### src/rtl/fp_div_seq.sv
`default_nettype none
// ============================================================================
// Module   : fp_div_seq
// Brief    : Iterative IEEE-754 single-precision divider (radix-2 restoring)
//            with valid/ready handshake, flush-to-zero subnormals.
// Revision : 1.0 - initial release
// ============================================================================
module fp_div_seq #(
   parameter int          QBITS     = 26,
   parameter logic [31:0] NAN_CANON = 32'h7FC00000
) (
   input  logic        clk,
   input  logic        rst,
   input  logic        in_valid,
   output logic        in_ready,
   input  logic [31:0] fp_X,
   input  logic [31:0] fp_Y,
   input  logic [2:0]  r_mode,
   output logic        out_valid,
   input  logic        out_ready,
   output logic [31:0] fp_Z,
   output logic        ovrf,
   output logic        udrf,
   output logic        dz
);

   localparam int              c_CW       = $clog2(QBITS + 1);
   localparam logic [c_CW-1:0] c_CNT_LAST = c_CW'(QBITS - 1);
   localparam logic [c_CW-1:0] c_CNT_ONE  = c_CW'(1);

   localparam logic [2:0] c_IDLE = 3'd0;
   localparam logic [2:0] c_SPEC = 3'd1;
   localparam logic [2:0] c_DIV  = 3'd2;
   localparam logic [2:0] c_RND  = 3'd3;
   localparam logic [2:0] c_DONE = 3'd4;

   localparam logic [2:0] c_RNE = 3'd0;
   localparam logic [2:0] c_RTZ = 3'd1;
   localparam logic [2:0] c_RDN = 3'd2;
   localparam logic [2:0] c_RUP = 3'd3;
   localparam logic [2:0] c_RMM = 3'd4;

   logic [2:0]       r_state, w_next;
   logic [c_CW-1:0]  r_cnt;
   logic [2:0]       r_rnd_mode;
   logic             r_sign;
   logic [9:0]       r_exp;
   logic [25:0]      r_rem;
   logic [23:0]      r_div;
   logic [QBITS-1:0] r_q;
   logic [31:0]      r_spec_z;
   logic             r_spec_dz;
   logic [31:0]      r_z;
   logic             r_ovrf, r_udrf, r_dz;

   // ---------------- operand classification at accept ----------------
   logic [7:0]  w_ex, w_ey;
   logic [22:0] w_fx, w_fy;
   logic        w_x_zero, w_x_inf, w_x_nan, w_y_zero, w_y_inf, w_y_nan;
   logic        w_sign_in, w_accept, w_lt;
   logic        w_is_spec, w_spec_dz;
   logic [31:0] w_spec_z;
   logic [23:0] w_mx, w_my;
   logic [25:0] w_rem0;
   logic [9:0]  w_exp0;

   assign w_ex      = fp_X[30:23];
   assign w_ey      = fp_Y[30:23];
   assign w_fx      = fp_X[22:0];
   assign w_fy      = fp_Y[22:0];
   assign w_x_zero  = (w_ex == 8'h00);
   assign w_y_zero  = (w_ey == 8'h00);
   assign w_x_inf   = (w_ex == 8'hFF) && (w_fx == 23'd0);
   assign w_y_inf   = (w_ey == 8'hFF) && (w_fy == 23'd0);
   assign w_x_nan   = (w_ex == 8'hFF) && (w_fx != 23'd0);
   assign w_y_nan   = (w_ey == 8'hFF) && (w_fy != 23'd0);
   assign w_sign_in = fp_X[31] ^ fp_Y[31];
   assign w_accept  = in_valid && in_ready;

   always_comb begin
      w_is_spec = 1'b1;
      w_spec_z  = NAN_CANON;
      w_spec_dz = 1'b0;
      if (w_x_nan || w_y_nan || (w_x_zero && w_y_zero) || (w_x_inf && w_y_inf)) begin
         w_spec_z = NAN_CANON;
      end else if (w_y_zero) begin
         w_spec_z  = {w_sign_in, 8'hFF, 23'd0};
         w_spec_dz = !w_x_inf;
      end else if (w_x_inf) begin
         w_spec_z = {w_sign_in, 8'hFF, 23'd0};
      end else if (w_x_zero || w_y_inf) begin
         w_spec_z = {w_sign_in, 31'd0};
      end else begin
         w_is_spec = 1'b0;
      end
   end

   // Pre-normalise so the quotient lands in [1,2) and its first bit is 1.
   assign w_mx   = {1'b1, w_fx};
   assign w_my   = {1'b1, w_fy};
   assign w_lt   = (w_mx < w_my);
   assign w_rem0 = w_lt ? {1'b0, w_mx, 1'b0} : {2'b00, w_mx};
   assign w_exp0 = {2'b00, w_ex} - {2'b00, w_ey} + 10'd127 - {9'd0, w_lt};

   // ---------------- restoring iteration ----------------
   logic [25:0] w_diff, w_rem_nxt;
   logic        w_ge;

   assign w_ge      = (r_rem >= {2'b00, r_div});
   assign w_diff    = r_rem - {2'b00, r_div};
   assign w_rem_nxt = w_ge ? {w_diff[24:0], 1'b0} : {r_rem[24:0], 1'b0};

   // ---------------- rounding ----------------
   logic [23:0] w_sig;
   logic        w_g, w_r, w_s, w_inexact, w_inc;
   logic [24:0] w_sum;
   logic [9:0]  w_exp_r;
   logic [22:0] w_frac;
   logic        w_ovf, w_udf;
   logic [31:0] w_rnd_z, w_ovf_z;

   assign w_sig     = r_q[QBITS-1 -: 24];
   assign w_g       = r_q[1];
   assign w_r       = r_q[0];
   assign w_s       = (r_rem != 26'd0);
   assign w_inexact = w_g | w_r | w_s;

   always_comb begin
      w_inc = 1'b0;
      case (r_rnd_mode)
         c_RTZ:   w_inc = 1'b0;
         c_RDN:   w_inc = r_sign & w_inexact;
         c_RUP:   w_inc = !r_sign & w_inexact;
         c_RMM:   w_inc = w_g;
         default: w_inc = w_g & (w_r | w_s | w_sig[0]);
      endcase
   end

   assign w_sum   = {1'b0, w_sig} + {24'd0, w_inc};
   assign w_exp_r = r_exp + {9'd0, w_sum[24]};
   assign w_frac  = w_sum[24] ? 23'd0 : w_sum[22:0];
   assign w_ovf   = !w_exp_r[9] && (w_exp_r[8:0] >= 9'd255);
   assign w_udf   = w_exp_r[9] || (w_exp_r == 10'd0);

   always_comb begin
      w_ovf_z = {r_sign, 8'hFF, 23'd0};
      case (r_rnd_mode)
         c_RTZ:   w_ovf_z = {r_sign, 31'h7F7FFFFF};
         c_RDN:   w_ovf_z = r_sign ? 32'hFF800000 : 32'h7F7FFFFF;
         c_RUP:   w_ovf_z = r_sign ? 32'hFF7FFFFF : 32'h7F800000;
         default: w_ovf_z = {r_sign, 8'hFF, 23'd0};
      endcase
   end

   always_comb begin
      w_rnd_z = {r_sign, w_exp_r[7:0], w_frac};
      if (w_ovf)
         w_rnd_z = w_ovf_z;
      else if (w_udf)
         w_rnd_z = {r_sign, 31'd0};
   end

   logic w_unused;
   assign w_unused = &{1'b0, w_sum[23], w_diff[25]};

   // ---------------- FSM ----------------
   always_ff @(posedge clk or posedge rst) begin
      if (rst)
         r_state <= c_IDLE;
      else
         r_state <= w_next;
   end

   always_comb begin
      w_next = r_state;
      case (r_state)
         c_IDLE:  if (w_accept) w_next = w_is_spec ? c_SPEC : c_DIV;
         c_SPEC:  w_next = c_DONE;
         c_DIV:   if (r_cnt == c_CNT_LAST) w_next = c_RND;
         c_RND:   w_next = c_DONE;
         c_DONE:  if (out_ready) w_next = c_IDLE;
         default: w_next = c_IDLE;
      endcase
   end

   always_comb begin
      in_ready  = (r_state == c_IDLE);
      out_valid = (r_state == c_DONE);
   end

   // ---------------- datapath ----------------
   always_ff @(posedge clk or posedge rst) begin
      if (rst) begin
         r_cnt      <= '0;
         r_rnd_mode <= 3'd0;
         r_sign     <= 1'b0;
         r_exp      <= 10'd0;
         r_rem      <= 26'd0;
         r_div      <= 24'd0;
         r_q        <= '0;
         r_spec_z   <= 32'd0;
         r_spec_dz  <= 1'b0;
         r_z        <= 32'd0;
         r_ovrf     <= 1'b0;
         r_udrf     <= 1'b0;
         r_dz       <= 1'b0;
      end else begin
         case (r_state)
            c_IDLE: if (w_accept) begin
               r_rnd_mode <= (r_mode > c_RMM) ? c_RNE : r_mode;
               r_sign     <= w_sign_in;
               r_exp      <= w_exp0;
               r_rem      <= w_rem0;
               r_div      <= w_my;
               r_q        <= '0;
               r_cnt      <= '0;
               r_spec_z   <= w_spec_z;
               r_spec_dz  <= w_spec_dz;
               r_ovrf     <= 1'b0;
               r_udrf     <= 1'b0;
               r_dz       <= 1'b0;
            end
            c_SPEC: begin
               r_z  <= r_spec_z;
               r_dz <= r_spec_dz;
            end
            c_DIV: begin
               r_q   <= {r_q[QBITS-2:0], w_ge};
               r_rem <= w_rem_nxt;
               r_cnt <= r_cnt + c_CNT_ONE;
            end
            c_RND: begin
               r_z    <= w_rnd_z;
               r_ovrf <= w_ovf;
               r_udrf <= w_udf && !w_ovf;
            end
            default: ;
         endcase
      end
   end

   assign fp_Z = r_z;
   assign ovrf = r_ovrf;
   assign udrf = r_udrf;
   assign dz   = r_dz;

endmodule
`default_nettype wire

### config.mk
export PLATFORM = sky130hd
export DESIGN_NAME = fp_div_seq
export DESIGN_NICKNAME = d
export VERILOG_FILES = /design/src/rtl/fp_div_seq.sv
export SDC_FILE = /design/constraint.sdc
export NUM_CORES = 1
export LEC_CHECK = 0
export CORE_ASPECT_RATIO = 0.8
export CORE_MARGIN = 2
export CORE_UTILIZATION = 52
export CTS_CLUSTER_DIAMETER = 150
export DETAILED_ROUTE_END_ITERATION = 6
export PLACE_DENSITY_LB_ADDON = 0.3
export SYNTH_ARGS = -nofsm -noshare
export SYNTH_HDL_FRONTEND = slang
export SYNTH_SLANG_ARGS = --single-unit
### constraint.sdc
create_clock -name clk -period 5.2 [get_ports clk]
set_input_delay 1.3 -clock clk [delete_from_list [all_inputs] [get_ports clk]]
set_output_delay 1.3 -clock clk [all_outputs]
set_load 0.01 [all_outputs]
==> impl_metrics.ini <==
[drt]
post_drt_via_cell_ratio = 5.90
highest_layer = met4
route.met2.wl_mm = 10.1
drtIter0Drc = 686
wl_met1_mm = 11.8
drc_errors = 0
via_count = 8428
first_pass_iters = 5
wl_per_cell_um = 16.4
wl_met3_mm = 1.17
wl_mm = 23.4
drtAntennaViolNets = 0

[timing]
post-route-period-util = 0.926
setup-tns-final_ns = 0
rsz0062_at_grt = no
fin_crit_ns = 4.81
skew_ns = 0.0141
maxSlewViolCount = 0
slew_headroom = 0.146
worstMarginPinSlew_ns = 1.28
hold_viol_final = 0
fin_hold_ws_ns = 0.473
setup-violations-final = 0
max_freq_ghz = 0.208

[clocking]
cts_buffers = 17
cts_setup_buffers = 0
cts.path.max_buffers = 2
cts_root_buf = clkbuf_16
htree_levels = 4
clk_latency_ns = 0.43
path_clk_slew_ns = 0.06
tritoncts = done
ctsHoldBuffers = 0
clkSinkCount = 137
cts-resized-gates = 0

[grt]
grt_pass1_wl_mm = 39.3
grt_pass1_vias = 7827
antenna_found_initial = 0
grt_max_degree = 95
grt_use_total = 0.251
overflow = 0

[cells_and_area]
ff_latch_area_mm2 = 0.00343
nFillCells = 1510
n_antenna_cell = 0
drive_gt1_frac = 0.0726
fin_cells = 1428
fin_area_mm2 = 0.0113
multi_input_area_mm2 = 0.00558
areaGrowthSynthToFinish_pct = 19.2
num-nets-final = 1329

[worst_setup_path]
cp-end-kind = register
cp.arrival_ns = 5.12
cp_top_family = simple AND/OR/NAND/NOR gates
cp-start-kind = register
setup.worst_path.start = r_rnd_mode[1]
cpPeakStageDelay_ns = 0.41
path_cells = nor2b_1 -> and2_1 -> ha_1 -> o311ai_0 -> nand2_1 -> ha_1 -> ha_1 -> nand2_1 -> nor2_1 -> nand2_1 -> nor2_1 -> nand3_1 -> nor2_1 -> ha_1 -> ha_4 -> nand2_1 -> o22ai_1 -> nand4_1 -> o31ai_4 -> nand2_2 -> o21ba_2 -> buf_4 -> a22o_1
cp.required_ns = 5.51
path_buf_inv = 1
crit_path_max_fanout = 22
r2r-start = r_rnd_mode[1]
slowest_stage = dfrtp_1
critical_path_class = register to register

[placed_design]
place_inst = 1397
dpl-instance-area_mm2 = 0.0107
hpwl_mm = 17.0
gp_congestion = 0.906
io_buffers = 107

[logic_synthesis]
synth_area_mm2 = 0.00950
ys_seq_area_frac = 0.361
synth_commonest_cells = 143 x nand2_1, 137 x dfrtp_1, 93 x o21ai_0, 79 x inv_1, 69 x ha_1
synth_area_leaders = dfrtp_1 36%, ha_1 9.1%, nand2_1 5.6%
synth-async-reset-ratio = 1.00
ys.flop_type = dfrtp_1
synth_cell_types = 64
post-synth-top-area-fraction = 0.361
synth_nets = 1241
postSynthAreaPerCell_um2 = 8.66
synth_seq_cells = 137
yosysTopAreaCell = dfrtp_1
synth_edf_count = 0
synth_warnings = 0
yosys.cell_count.top_type = nand2_1
syn_inst = 1098

[die]
dieArea_mm2 = 0.0194
rows = 44
core_region_area_mm2 = 0.0180
start_util = 0.528
ios = 108
die_h_um = 125
die_x_um = 155

[min_path]
hold_start = r_div[23]
hp-class = register to register

[run_status]
outcome = finished clean

[power]
pwr-share-comb = 0.570
power_leakage_nw = 5.01
power_mw = 7.46
seqPwrFrac = 0.277
clockPowerShare = 0.153
p_int_mw = 4.17
vdd_drop_max_uv = 309
p_per_area_mw_per_mm2 = 659
switching_power_mw = 3.29
switching_share = 0.441

[job]
cap_violations = 0
## cell usage in the layout, fill, tap and decap left out, types with 4 or more instances in the layout
cell / synthesis / final
nor3_1: 21 / 19
nand2_1: 143 / 143
nor2_1: 66 / 65
nor2b_1: 7 / 7
o21a_1: 9 / 9
nand4_1: 17 / 17
a21oi_1: 46 / 46
xor2_1: 37 / 37
clkdlybuf4s50_1: 0 / 107
mux2_2: 17 / 17
a211o_1: 5 / 5
inv_1: 79 / 78
and2_1: 4 / 4
inv_6: 0 / 5
clkbuf_16: 0 / 17
a31oi_1: 28 / 28
nor4_1: 21 / 20
a21o_1: 22 / 22
dfrtp_1: 137 / 137
o22ai_1: 5 / 5
xnor2_1: 27 / 27
and3_1: 11 / 11
nand3_1: 32 / 31
mux2i_1: 10 / 10
o21bai_1: 9 / 9
ha_1: 69 / 68
buf_4: 3 / 15
clkinvlp_4: 0 / 5
a22o_1: 47 / 47
o21ai_0: 93 / 93
nand2b_1: 9 / 9
a211oi_1: 17 / 17
## flip-flops by register name (all words and copies together), names as in the netlist
signal      cells
fp_Z           32
r_q            26
r_rem          26
r_div          24
r_exp          10
r_cnt           5
r_rnd_mode      3
r_spec_z        3
r_state         3
dz              1
ovrf            1
r_sign          1
r_spec_dz       1
udrf            1
## layer usage
metal  track usage  vias up
li1              -     4124
met1         0.377     4043
met2         0.371      241
met3        0.0515       20
met4        0.0583        0
met5             0        -
## area by class of cell
cell class,instances,share of cell area
clock buffers,18,0.0379
clock inverters,13,0.0107
repair buffers,122,0.104
inverters,79,0.0266
flip-flops and latches,137,0.303
multi-input cells,829,0.492
well taps,230,0.0254
## path summary, 6_finish.rpt
check                       endpoint  slack (ns)  cells after the start
min                        r_div[23]        0.47                      2
min reg2reg                r_div[23]        0.47                      2
max                          fp_Z[0]        0.39                     23
max reg2reg                  fp_Z[0]        0.39                     23
min in group asynchronous    fp_Z[0]        1.42                      2
max in group asynchronous  r_rem[21]        2.92                      3
## worst register-to-register path: stages, from the launching register on
cell      delay [ns]
dfrtp_1         0.41
nor2b_1         0.16
and2_1          0.17
ha_1            0.27
o311ai_0        0.11
nand2_1         0.14
ha_1            0.21
ha_1            0.22
nand2_1         0.06
nor2_1          0.16
nand2_1         0.09
nor2_1          0.19
nand3_1         0.17
nor2_1          0.17
ha_1            0.34
ha_4            0.27
nand2_1         0.07
o22ai_1         0.18
nand4_1         0.19
o31ai_4         0.36
nand2_2         0.12
o21ba_2         0.22
buf_4           0.21
a22o_1          0.21
## cells by family (layout without fill, tap and decap cells)
family                     count (synthesis)  count (layout)  synth area share
buffers and inverters                    132             232            0.0581
DFF                                      137             137             0.361
adders and majority gates                 72              72            0.0972
muxes                                     27              27            0.0307
and+or+nand+nor                          349             349             0.171
AOI/OAI and AO/OA                        317             317             0.224
xor gates and xnor gates                  64              64            0.0590
## per-stage QoR
step	utilization	setup WS, ns
finish	0.629	0.386
global route	0.629	0.0901
CTS	0.627	0.229
detailed placement	0.597	-0.0130
global placement	0.597	0.171
floorplan	-	0.232
## power groups by stage
stage	Sequential [mW]	Combinational [mW]	Clock [mW]
after floorplan	1.95	3.25	0
after global placement	2.05	4.10	0
after detailed placement	2.07	4.16	0
after CTS	2.05	4.20	1.16
after global routing	2.14	4.75	1.22
final	2.07	4.25	1.14
(Power assumes the default switching activity.)
